$ cat config.mk
export PLATFORM = sky130hd
export DESIGN_NAME = pb_strobe_ctrl
export DESIGN_NICKNAME = d
export VERILOG_FILES = /design/src/rtl/pb_strobe_ctrl.sv
export SDC_FILE = /design/constraint.sdc
export NUM_CORES = 1
export LEC_CHECK = 0
export CAP_MARGIN = 20
export CELL_PAD_IN_SITES_DETAIL_PLACEMENT = 0
export CELL_PAD_IN_SITES_GLOBAL_PLACEMENT = 1
export CORE_AREA = 2 2 46 48
export DETAILED_ROUTE_END_ITERATION = 10
export DIE_AREA = 0 0 48 50
export DONT_BUFFER_PORTS = 1
export PLACE_DENSITY_LB_ADDON = 0.15
export SLEW_MARGIN = 20
export SYNTH_ARGS = -nofsm -noshare
export SYNTH_HDL_FRONTEND = slang
export SYNTH_SLANG_ARGS = --single-unit
export TNS_END_PERCENT = 1
$ cat constraint.sdc
create_clock -name clk -period 1.9 [get_ports clk]
set_input_delay 0.19 -clock clk [delete_from_list [all_inputs] [get_ports clk]]
set_output_delay 0.19 -clock clk [all_outputs]
set_load 0.05 [all_outputs]
$ cat src/rtl/pb_strobe_ctrl.sv
// Port B strobed-input handshake controller (8255-style mode 1 input).
// The external strobe and the decoded CPU read are synchronised into the clk
// domain. A four-state handshake then drives the input latch enable, IBF and
// INTR, and counts strobes that arrive while the buffer still holds data.
module pb_strobe_ctrl (
   input  logic       clk,
   input  logic       reset,
   input  logic       mode1,
   input  logic       mode_wr,
   input  logic       stb_n,
   input  logic       rd_n,
   input  logic       pb_sel,
   input  logic       inte_wr,
   input  logic       inte_val,
   output logic       PBInLd,
   output logic       ibf,
   output logic       intr,
   output logic       inte,
   output logic [3:0] ovr_cnt
);

   localparam logic [1:0] IDLE    = 2'd0;
   localparam logic [1:0] STROBE  = 2'd1;
   localparam logic [1:0] FULL    = 2'd2;
   localparam logic [1:0] READING = 2'd3;

   logic       stb_s1, stb_s2, stb_h;
   logic       rd_s1, rd_s2, rd_h;
   logic       rd_pin;
   logic       stb_fall, stb_rise, rd_fall, rd_rise;

   logic [1:0] state, state_nx;
   logic       ibf_nx;
   logic       req, req_nx;
   logic       ld_nx;
   logic       ovr_inc;

   // A read only counts as a port B read when the address decodes port B.
   assign rd_pin = rd_n | ~pb_sel;

   // Two-flop synchronisers plus one history flop per input for edge detection.
   always_ff @(posedge clk or posedge reset) begin
      if (reset) begin
         stb_s1 <= 1'b1;
         stb_s2 <= 1'b1;
         stb_h  <= 1'b1;
         rd_s1  <= 1'b1;
         rd_s2  <= 1'b1;
         rd_h   <= 1'b1;
      end else begin
         stb_s1 <= stb_n;
         stb_s2 <= stb_s1;
         stb_h  <= stb_s2;
         rd_s1  <= rd_pin;
         rd_s2  <= rd_s1;
         rd_h   <= rd_s2;
      end
   end

   assign stb_fall = ~stb_s2 &  stb_h;
   assign stb_rise =  stb_s2 & ~stb_h;
   assign rd_fall  = ~rd_s2  &  rd_h;
   assign rd_rise  =  rd_s2  & ~rd_h;

   // Handshake next-state logic. A control-word write overrides everything,
   // and mode 0 parks the machine in IDLE with the latch left transparent.
   always_comb begin
      state_nx = state;
      ibf_nx   = ibf;
      req_nx   = req;
      ovr_inc  = 1'b0;
      if (!mode1) begin
         state_nx = IDLE;
         ibf_nx   = 1'b0;
         req_nx   = 1'b0;
      end else begin
         case (state)
            IDLE: begin
               if (stb_fall) begin
                  state_nx = STROBE;
                  ibf_nx   = 1'b1;
               end
            end
            STROBE: begin
               if (stb_rise) begin
                  state_nx = FULL;
                  req_nx   = 1'b1;
               end
            end
            FULL: begin
               ovr_inc = stb_fall;
               if (rd_fall) begin
                  state_nx = READING;
                  req_nx   = 1'b0;
               end
            end
            READING: begin
               if (rd_rise) begin
                  if (stb_fall) begin
                     state_nx = STROBE;
                  end else begin
                     state_nx = IDLE;
                     ibf_nx   = 1'b0;
                  end
               end else begin
                  ovr_inc = stb_fall;
               end
            end
            default: begin
               state_nx = IDLE;
               ibf_nx   = 1'b0;
               req_nx   = 1'b0;
            end
         endcase
      end
      if (mode_wr) begin
         state_nx = IDLE;
         ibf_nx   = 1'b0;
         req_nx   = 1'b0;
         ovr_inc  = 1'b0;
      end
      ld_nx = mode1 ? (state_nx != STROBE) : 1'b0;
   end

   // Register the handshake state and every output-facing flag.
   always_ff @(posedge clk or posedge reset) begin
      if (reset) begin
         state  <= IDLE;
         ibf    <= 1'b0;
         req    <= 1'b0;
         PBInLd <= 1'b1;
      end else begin
         state  <= state_nx;
         ibf    <= ibf_nx;
         req    <= req_nx;
         PBInLd <= ld_nx;
      end
   end

   // INTE B flag: bit set/reset writes, cleared by any control-word write.
   always_ff @(posedge clk or posedge reset) begin
      if (reset) begin
         inte <= 1'b0;
      end else if (mode_wr) begin
         inte <= 1'b0;
      end else if (inte_wr) begin
         inte <= inte_val;
      end
   end

   // Saturating count of strobes that arrived while the buffer was occupied.
   always_ff @(posedge clk or posedge reset) begin
      if (reset) begin
         ovr_cnt <= 4'd0;
      end else if (mode_wr) begin
         ovr_cnt <= 4'd0;
      end else if (ovr_inc && (ovr_cnt != 4'd15)) begin
         ovr_cnt <= ovr_cnt + 4'd1;
      end
   end

   // The request stays pending internally; INTE only gates what the CPU sees.
   assign intr = req & inte;

endmodule

==> results.sh, run 1 <==
export IMPL_clkSlewWorstSetupHoldPaths_ps=100
export IMPL_placed_cell_area_um2=933
export IMPL_routedWlPerCell_um=13.6
export IMPL_critPathRequiredTime_ps=2120
export IMPL_grtUsageTotal_pct=17.2
export IMPL_worst_hold_path_num_cells=2
export IMPL_drc_errors=0
export IMPL_synth_seq_cells=16
export IMPL_areaGrowthSynthToFinish_pct=21.8
export IMPL_grt_ovfl_total=0
export IMPL_slew_viol_final=0
export IMPL_netlist_area_um2=837
export IMPL_yosysSeqAreaShare_pct=48.9
export IMPL_fin_crit_ps=1790
export IMPL_nNetsFinal=110
export IMPL_cts_buffers=3
export IMPL_cts_tree="done"
export IMPL_port_buffers=0
export IMPL_die_area_mm2=0.00240
export IMPL_rows=16
export IMPL_total_power_uw=673
export IMPL_die_width_um=48
export IMPL_finalWorstSetupSlack_ps=110
export IMPL_drt_initial_drc_count=22
export IMPL_cap_violations=0
export IMPL_tightest_slew_ps=600
export IMPL_cts_root_buf="clkbuf_4"
export IMPL_ir_drop_uv=444
export IMPL_layout_drive_gt1_share_pct=24.5
export IMPL_fin_skew_ps=3.68
export IMPL_fp_coreArea_mm2=0.00190
export IMPL_grt_setup_unrepaired="false"
export IMPL_via_count=656
export IMPL_final_area_mm2=0.00102
export IMPL_cp_max_fo=7
export IMPL_outcome="completed"
export IMPL_via_per_inst=5.42
export IMPL_dr_pass1_iters=4
export IMPL_io_pins=17
export IMPL_leakagePower_nw=0.431
export IMPL_cp_arrival_ps=2010
export IMPL_clock_sinks=16
export IMPL_r2r_end="ovr_cnt[3]$_DFFE_PP0P_"
export IMPL_first_global_vias=652
export IMPL_clock_latency_ps=280
export IMPL_setup_violations_final=0
export IMPL_syn_inst=77
export IMPL_yosys_warnings=0
export IMPL_layout_common_cells="buf_4, dfstp_2, dfrtp_1"
export IMPL_worstSetupStartpointType="register"
export IMPL_reg2reg_depth=4
export IMPL_powerDensity_mw_per_mm2=660
export IMPL_grt_max_degree=17
export IMPL_critical_path_endpoint_type="register"
export IMPL_htree_levels=1
export IMPL_rr_startpoint="ovr_cnt[0]$_DFFE_PP0P_"
export IMPL_synthDistinctLibCells=30
export IMPL_routed_wl_mm=1.65
export IMPL_slew_limit_headroom_pct=59.9
export IMPL_fill_cells=186
export IMPL_reg2reg_slack_ps=110
export IMPL_drtAntennaViolNets=0
export IMPL_hold_slack_ps=27.8
export IMPL_synth_nets=92
export IMPL_mostFrequentLayoutCell="buf_4"
export IMPL_die_h_um=50
export IMPL_hold_path_class="input port to register"
export IMPL_start_util_pct=44.0
export IMPL_min_from="mode1"
export IMPL_min_to="PBInLd$_DFF_PP1_"
export IMPL_cts_buffer_depth=2
export IMPL_postCtsResizedCells=0
export IMPL_finalCritPeriodShare_pct=94.2
export IMPL_grt_pass1_wl_mm=2.90
export IMPL_fmax_mhz=559
export IMPL_dpl_worst_slack_ps=130
export IMPL_n_antenna_cell=0
export IMPL_tns_ps=0
export IMPL_place_congestion=0.853
export IMPL_crit_type="register to register"
export IMPL_antenna_found_initial=0
export IMPL_dp_final_hpwl_mm=1.19
export IMPL_avgSynthCellArea_um2=10.9
export IMPL_hold_viol=0
==> Yosys cell counts <==
master / number / area [um2]
a211oi_1: 2 / 15.0
a21oi_1: 6 / 30.0
a221o_1: 1 / 10.0
a2bb2oi_1: 1 / 8.76
a311o_1: 1 / 10.0
a31o_2: 1 / 8.76
a31oi_1: 1 / 6.26
and2_1: 1 / 6.26
dfrtp_1: 9 / 225
dfstp_2: 7 / 184
ha_1: 6 / 75.1
inv_1: 6 / 22.5
mux2i_1: 3 / 30.0
nand2_1: 1 / 3.75
nand2b_1: 6 / 37.5
nand2b_4: 1 / 13.8
nand3_1: 1 / 5.00
nor2_1: 5 / 18.8
nor2b_1: 2 / 12.5
nor3b_1: 1 / 7.51
o2111ai_1: 2 / 17.5
o211ai_1: 1 / 7.51
o21a_1: 1 / 7.51
o21ai_0: 4 / 20.0
o2bb2ai_1: 1 / 8.76
o31ai_1: 1 / 7.51
o41ai_1: 1 / 8.76
or3_1: 2 / 12.5
or3b_1: 1 / 8.76
or4_1: 1 / 7.51
==> worst max-delay path: stages, from the launching register on <==
cell     delay (ps)
dfrtp_2         420
ha_1            200
a311o_1         430
or4_1           520
a21oi_1         150
==> stage by stage <==
stage                     std cells  utilization (%)
after floorplan                  77                -
after global placement          112             49.1
after detailed placement        112             49.1
after CTS                       120             53.1
after global routing            121             53.6
final                           121             53.6
==> kinds of logic after synthesis <==
| kind of cell | share of synthesized area [%] |
|---|---|
| multiplexers | 3.59 |
| AND/OR/NAND/NOR | 16.0 |
| AO/OA/AOI/OAI | 19.9 |
| adder cells (fa/ha/maj) | 8.97 |
| flip-flops | 48.9 |
| buffers and inverters | 2.69 |
==> sequential cells by signal, indices dropped and copies added, names as in the netlist <==
register and flops:
rd_h 1, PBInLd 1, ovr_cnt 4, rd_s1 1
inte 1, stb_s1 1, stb_h 1, ibf 1
state 2, req 1, rd_s2 1, stb_s2 1
==> layout make-up <==
| cell class | instances | area, um2 | area share [%] |
|---|---|---|---|
| Sequential cell | 16 | 412 | 40.4 |
| Multi-Input combinational cell | 55 | 405 | 39.8 |
| Timing Repair Buffer | 13 | 110 | 10.8 |
| Clock buffer | 4 | 36.3 | 3.56 |
| Tap cell | 27 | 33.8 | 3.31 |
| Inverter | 6 | 22.5 | 2.21 |
==> where the power goes <==
group          internal (mW)  switching, mW
registers              0.360         0.0149
clock network          0.116          0.110
logic                 0.0308         0.0412
==> metal layers <==
metal	track usage, %	up-vias	wire, um
li1	-	313	-
met1	24.0	322	741
met2	24.9	19	799
met3	4.40	2	95
met4	6.76	0	14
met5	0	-	0
==> worst max-delay path by stage <==
stage                           start                     end  cells past startpoint
6_report       ovr_cnt[0]$_DFFE_PP0P_  ovr_cnt[3]$_DFFE_PP0P_                      4
5_1_grt        ovr_cnt[0]$_DFFE_PP0P_  ovr_cnt[3]$_DFFE_PP0P_                      4
4_1_cts        ovr_cnt[0]$_DFFE_PP0P_  ovr_cnt[3]$_DFFE_PP0P_                      4
3_5_place_dp   ovr_cnt[0]$_DFFE_PP0P_  ovr_cnt[3]$_DFFE_PP0P_                      4
3_3_place_gp   ovr_cnt[0]$_DFFE_PP0P_  ovr_cnt[3]$_DFFE_PP0P_                      4
2_1_floorplan  ovr_cnt[0]$_DFFE_PP0P_  ovr_cnt[3]$_DFFE_PP0P_                      4
==> timing repair <==
action | CTS | global route
hold buffers | 4 | 1
hold endpoints to repair | 15 | 1
setup buffers | 0 | 0
No activity file was read; power rests on OpenSTA's default activity.
==> inputs of run 2 (changes only) <==
--- a/config.mk
+++ b/config.mk
@@ -5,12 +5,13 @@
 export SDC_FILE = /design/constraint.sdc
 export NUM_CORES = 1
 export LEC_CHECK = 0
+export ABC_AREA = 1
 export CAP_MARGIN = 20
 export CELL_PAD_IN_SITES_DETAIL_PLACEMENT = 0
 export CELL_PAD_IN_SITES_GLOBAL_PLACEMENT = 1
-export CORE_AREA = 2 2 46 48
+export CORE_AREA = 2 2 48 50
 export DETAILED_ROUTE_END_ITERATION = 10
-export DIE_AREA = 0 0 48 50
+export DIE_AREA = 0 0 50 52
 export DONT_BUFFER_PORTS = 1
 export PLACE_DENSITY_LB_ADDON = 0.15
 export SLEW_MARGIN = 20
==> results.sh, run 2 <==
export IMPL_outcome="completed"
export IMPL_min_to="inte$_DFFE_PP0P_"
export IMPL_fp_coreArea_mm2=0.00211
export IMPL_die_h_um=52
export IMPL_regArea_um2=409
export IMPL_yosys_area_top_type="dfrtp_1"
export IMPL_dr_pass1_iters=2
export IMPL_drc_errors=0
export IMPL_synth_common_cells="nand2_1, inv_1, nand3_1, dfrtp_1, dfstp_2"
export IMPL_cts_tree="done"
export IMPL_finalWorstSetupSlack_ps=434
export IMPL_io_pins=17
export IMPL_r2r_end="state[0]$_DFF_PP0_"
export IMPL_synth_ff_type="dfrtp_1"
export IMPL_layout_drive_gt1_share_pct=18.4
export IMPL_rows=17
export IMPL_place_congestion=0.767
export IMPL_cp_max_fo=5
export IMPL_reg2reg_slack_ps=430
export IMPL_worst_hold_path_num_cells=2
export IMPL_synth_most_common_cell="nand2_1"
export IMPL_cts_buffer_depth=2
export IMPL_syn_inst=99
export IMPL_mostFrequentLayoutCell="nand2_1"
export IMPL_via_count=661
export IMPL_powerDensity_mw_per_mm2=664
export IMPL_final_util_pct=49.1
export IMPL_grt_max_degree=17
export IMPL_fin_crit_ps=1470
export IMPL_ir_drop_uv=398
export IMPL_grt_ovfl_total=0
export IMPL_min_from="inte_val"
export IMPL_routedWlPerCell_um=10.6
export IMPL_reg_top3="ovr_cnt x4, state x2"
export IMPL_synth_seq_cells=16
export IMPL_yosys_warnings=0
export IMPL_crit_slowest_cell="dfrtp_1"
export IMPL_synthDistinctLibCells=20
export IMPL_instances_no_fill=142
export IMPL_top_register="ovr_cnt"
export IMPL_hold_path_class="input port to register"
export IMPL_n_antenna_cell=0
export IMPL_cp_top_family="flip-flops"
export IMPL_die_width_um=50
export IMPL_async_reset_ff_share_pct=100
export IMPL_fmax_mhz=682
export IMPL_placed_cell_area_um2=927
export IMPL_netlist_area_um2=862
export IMPL_avgSynthCellArea_um2=8.71
export IMPL_fin_skew_ps=6.81
export IMPL_dp_final_hpwl_mm=1.18
export IMPL_leakagePower_nw=0.516
export IMPL_start_util_pct=40.9
export IMPL_synth_top_area_share_pct=26.1
export IMPL_cap_violations=0
export IMPL_areaGrowthSynthToFinish_pct=19.9
export IMPL_crit_buf_inv=3
export IMPL_first_global_vias=701
export IMPL_slew_limit_headroom_pct=60.9
export IMPL_synth_edff_count=0
export IMPL_antenna_found_initial=0
export IMPL_cp_arrival_ps=1650
export IMPL_crit_type="register to register"
export IMPL_rr_startpoint="state[0]$_DFF_PP0_"
export IMPL_cts_root_buf="clkbuf_4"
export IMPL_clkSlewWorstSetupHoldPaths_ps=100
export IMPL_dpl_worst_slack_ps=434
export IMPL_reg2reg_depth=9
export IMPL_slowest_delay_ps=440
export IMPL_drt_initial_drc_count=7
export IMPL_dpl_cell_count=131
export IMPL_cts_buffers=3
export IMPL_cts_setup_buffers=0
export IMPL_setup_violations_final=0
export IMPL_nNetsFinal=130
export IMPL_critical_path_endpoint_type="register"
export IMPL_clock_sinks=16
export IMPL_fill_cells=204
export IMPL_die_area_mm2=0.00260
export IMPL_synth_nets=114
export IMPL_htree_levels=1
export IMPL_multi_input_area_um2=389
export IMPL_final_area_mm2=0.00103
export IMPL_hold_slack_ps=33.5
export IMPL_layout_common_cells="nand2_1, inv_1, nand3_1"
export IMPL_finalCritPeriodShare_pct=77.2
export IMPL_grt_setup_unrepaired="false"
export IMPL_tns_ps=0
export IMPL_synth_area_leaders="dfrtp_1, dfstp_2, nand2_1, ha_1, nand3_1"
export IMPL_via_per_inst=4.65
export IMPL_total_power_uw=686
export IMPL_drtAntennaViolNets=0
export IMPL_grtUsageTotal_pct=14.1
export IMPL_worstSetupStartpointType="register"
export IMPL_hold_viol=0
export IMPL_worstPathCellList="inv_1, ha_1, nor2_1, inv_1, nand2_1, nand2_1, inv_1, nand2_1, and2_1"
export IMPL_routed_wl_mm=1.51
export IMPL_critPathRequiredTime_ps=2080
export IMPL_grt_pass1_wl_mm=2.80
export IMPL_yosysSeqAreaShare_pct=47.5
export IMPL_port_buffers=0
export IMPL_tightest_slew_ps=585
export IMPL_postCtsResizedCells=0
export IMPL_largest_register_ffs=4
export IMPL_slew_viol_final=0
export IMPL_clock_latency_ps=280
-- run 2: cell types whose count changed in the layout (fill, tap and decap cells not counted), sizes merged, moves of 2 or more --
| cell | delta |
|---|---|
| mux2i | -3 |
| o21ai | -2 |
| buf | -4 |
| o2111ai | -2 |
| nor2b | -2 |
| nand2b | -7 |
| inv | +11 |
| nand2 | +24 |
| a211oi | -2 |
| dlygate4sd3 | +2 |
| nand3 | +14 |
| or3 | -2 |
| xor2 | +2 |
-- run 2: cell type report --
type,count,share of cell area (%)
sequential,16,39.6
multi-input combinational,66,37.7
timing repair buffer,11,9.69
inverter,17,6.17
clock buffer,4,3.51
tap,28,3.39
-- run 2: per-layer routing --
metal	global-route usage, %	up-vias	part of all wire, %
met3	2.87	2	3.4
met2	24.1	10	50
li1	-	342	-
met4	4.17	0	0.93
met5	0	-	0
met1	18.0	307	46
-- run 2: worst register-to-register path: stages, from the launching register on --
cell	delay, ps
dfrtp_1	440
inv_1	130
ha_1	270
nor2_1	140
inv_1	50
nand2_1	60
nand2_1	40
inv_1	60
nand2_1	60
and2_1	130
-- run 2: worst max path at each step --
stage	cells after the start	slack [ps]	end	from
5_1_grt	11	300	PBInLd$_DFF_PP1_	state[0]$_DFF_PP0_
4_1_cts	9	420	state[0]$_DFF_PP0_	state[0]$_DFF_PP0_
3_5_place_dp	9	430	state[0]$_DFF_PP0_	state[0]$_DFF_PP0_
2_1_floorplan	5	400	ovr_cnt[0]$_DFFE_PP0P_	ovr_cnt[0]$_DFFE_PP0P_
6_report	9	430	state[0]$_DFF_PP0_	state[0]$_DFF_PP0_
3_3_place_gp	9	440	state[0]$_DFF_PP0_	state[0]$_DFF_PP0_
-- run 2: power by group --
group / total [mW] / switching, mW / internal [mW]
clock network: 0.218 / 0.102 / 0.116
registers: 0.381 / 0.0202 / 0.361
logic: 0.0870 / 0.0532 / 0.0338
-- run 2: cell families after synthesis --
| family | Yosys count | share of synthesized area [%] |
|---|---|---|
| AO/OA/AOI/OAI | 9 | 5.66 |
| XOR/XNOR | 3 | 3.05 |
| adder cells (fa/ha/maj) | 6 | 8.71 |
| buffers and inverters | 17 | 7.40 |
| flip-flops | 16 | 47.5 |
| AND/OR/NAND/NOR | 48 | 27.7 |
-- run 2: what timing repair did --
action	4_1_cts	5_1_grt
endpoints found under the setup margin	0	0
hold endpoints to repair	15	0
hold buffers	7	0
==> inputs of run 3 (changes only) <==
--- a/config.mk
+++ b/config.mk
@@ -9,9 +9,9 @@
 export CAP_MARGIN = 20
 export CELL_PAD_IN_SITES_DETAIL_PLACEMENT = 0
 export CELL_PAD_IN_SITES_GLOBAL_PLACEMENT = 1
-export CORE_AREA = 2 2 48 50
+export CORE_AREA = 2 2 50 52
 export DETAILED_ROUTE_END_ITERATION = 10
-export DIE_AREA = 0 0 50 52
+export DIE_AREA = 0 0 52 54
 export DONT_BUFFER_PORTS = 1
 export PLACE_DENSITY_LB_ADDON = 0.15
 export SLEW_MARGIN = 20
==> constraint.sdc (replaced) <==
create_clock -name clk -period 1.3 [get_ports clk]
set_input_delay 0.13 -clock clk [delete_from_list [all_inputs] [get_ports clk]]
set_output_delay 0.13 -clock clk [all_outputs]
set_load 0.05 [all_outputs]
==> results.sh, run 3 (synthesis results as in run 2) <==
export IMPL_outcome="finished, violations left"
export IMPL_failed_checks="negative setup slack"
export IMPL_io_pins=17
export IMPL_rows=18
export IMPL_reg2reg_slack_ps=-30
export IMPL_nNetsFinal=143
export IMPL_tightest_slew_ps=342
export IMPL_cts_root_buf="clkbuf_4"
export IMPL_slew_limit_headroom_pct=77.2
export IMPL_die_width_um=52
export IMPL_grt_max_degree=10
export IMPL_worstPathCellList="buf_4, ha_2, nand2_1, nand2_1, nand3_4, xor2_1, nor2_1"
export IMPL_die_h_um=54
export IMPL_top_register="ovr_cnt"
export IMPL_regArea_um2=414
export IMPL_hold_slack_ps=40.1
export IMPL_largest_register_ffs=4
export IMPL_ir_drop_uv=593
export IMPL_dpl_worst_slack_ps=-84.4
export IMPL_hold_path_class="input port to register"
export IMPL_grt_ovfl_total=0
export IMPL_layout_drive_gt1_share_pct=37.0
export IMPL_cp_arrival_ps=1520
export IMPL_cts_buffer_depth=2
export IMPL_finalWorstSetupSlack_ps=-29.0
export IMPL_dp_final_hpwl_mm=1.30
export IMPL_mostFrequentLayoutCell="nand2_1"
export IMPL_powerDensity_mw_per_mm2=888
export IMPL_leakagePower_nw=0.570
export IMPL_instances_no_fill=157
export IMPL_min_to="ibf$_DFFE_PP0P_"
export IMPL_fin_crit_ps=1330
export IMPL_cp_max_fo=7
export IMPL_min_from="mode_wr"
export IMPL_fill_cells=224
export IMPL_fmax_mhz=752
export IMPL_drt_initial_drc_count=8
export IMPL_via_count=741
export IMPL_worst_hold_path_num_cells=3
export IMPL_routedWlPerCell_um=11.5
export IMPL_drtAntennaViolNets=0
export IMPL_hold_viol=0
export IMPL_clock_sinks=16
export IMPL_crit_slowest_cell="dfrtp_1"
export IMPL_areaGrowthSynthToFinish_pct=38.9
export IMPL_finalCritPeriodShare_pct=102
export IMPL_first_global_vias=735
export IMPL_fin_skew_ps=7.53
export IMPL_cap_violations=0
export IMPL_r2r_end="ovr_cnt[0]$_DFFE_PP0P_"
export IMPL_dr_pass1_iters=4
export IMPL_grt_setup_unrepaired="true"
export IMPL_n_antenna_cell=0
export IMPL_dpl_cell_count=143
export IMPL_reg2reg_depth=7
export IMPL_crit_type="register to register"
export IMPL_drc_errors=0
export IMPL_critical_path_endpoint_type="register"
export IMPL_htree_levels=1
export IMPL_reg_top3="ovr_cnt x4, state x2"
export IMPL_antenna_found_initial=0
export IMPL_slew_viol_final=0
export IMPL_grt_pass1_wl_mm=3.06
export IMPL_port_buffers=0
export IMPL_via_per_inst=4.72
export IMPL_worstSetupStartpointType="register"
export IMPL_fp_coreArea_mm2=0.00232
export IMPL_start_util_pct=37.2
export IMPL_critPathRequiredTime_ps=1490
export IMPL_place_congestion=0.813
export IMPL_rr_startpoint="state[1]$_DFF_PP0_"
export IMPL_multi_input_area_um2=433
export IMPL_grtUsageTotal_pct=14.9
export IMPL_slowest_delay_ps=420
export IMPL_routed_wl_mm=1.80
export IMPL_layout_common_cells="nand2_1, buf_4, inv_1, nand3_1, dlygate4sd3_1"
export IMPL_clkSlewWorstSetupHoldPaths_ps=100
export IMPL_die_area_mm2=0.00281
export IMPL_worst_path_most_repeated_cell="nand2_1"
export IMPL_setup_violations_final=2
export IMPL_cts_tree="done"
export IMPL_clock_latency_ps=290
export IMPL_cts_buffers=3
## run 3: cell type report
type / count / area share (%)
multi-input combinational: 66 / 36.2
sequential: 16 / 34.6
timing repair buffer: 24 / 17.8
inverter: 17 / 5.33
tap: 30 / 3.13
clock buffer: 4 / 3.03
## run 3: worst max-delay path: cells and delay by family (launching register included)
kind | cells | cell delay [ps]
flops | 1 | 420
simple gates | 4 | 310
fa+ha+maj | 1 | 190
buf+inv | 1 | 160
xor+xnor | 1 | 160
## run 3: how the worst max path moves through the flow
stage,from,slack [ps],endpoint,depth (start not counted)
finish,state[1]$_DFF_PP0_,-30,ovr_cnt[0]$_DFFE_PP0P_,7
global route,state[0]$_DFF_PP0_,-100,PBInLd$_DFF_PP1_,11
CTS,state[1]$_DFF_PP0_,3,ovr_cnt[0]$_DFFE_PP0P_,7
detailed placement,state[1]$_DFF_PP0_,-80,state[0]$_DFF_PP0_,9
global placement,state[1]$_DFF_PP0_,-70,state[0]$_DFF_PP0_,9
floorplan,state[0]$_DFF_PP0_,9,state[0]$_DFF_PP0_,9
## run 3: power breakdown
part / switching (mW) / leakage [nW] / internal [mW]
combinational: 0.101 / 0.358 / 0.0781
sequential: 0.0220 / 0.191 / 0.527
clock: 0.164 / 0.0210 / 0.171
## run 3: metal layers
metal,share of wire [%],track usage (%),up-vias
li1,-,-,373
met5,0,0,-
met3,4.2,1.94,5
met2,53,26.4,19
met1,41,17.5,344
met4,2.5,7.89,0
## run 3: per-stage QoR
stage / power [mW] / cell area (um2) / setup TNS [ps] / utilization (%)
6_report: 1.06 / 1200 / -34.1 / 51.6
3_5_place_dp: 0.700 / 1030 / -134 / 44.6
5_1_grt: 1.12 / 1200 / -547 / 51.6
2_1_floorplan: 0.653 / 880 / 0 / -
4_1_cts: 1.07 / 1170 / 0 / 50.4
3_3_place_gp: 0.700 / 1030 / -95.0 / 44.6
## run 3: repair_timing
action / 4_1_cts / 5_1_grt
buffers inserted: 1 / 1
pin swaps: 0 / 1
endpoints found under the hold margin: 17 / 0
gates resized for setup: 5 / 5
endpoints found under the setup margin: 5 / 8
hold buffers: 8 / 0
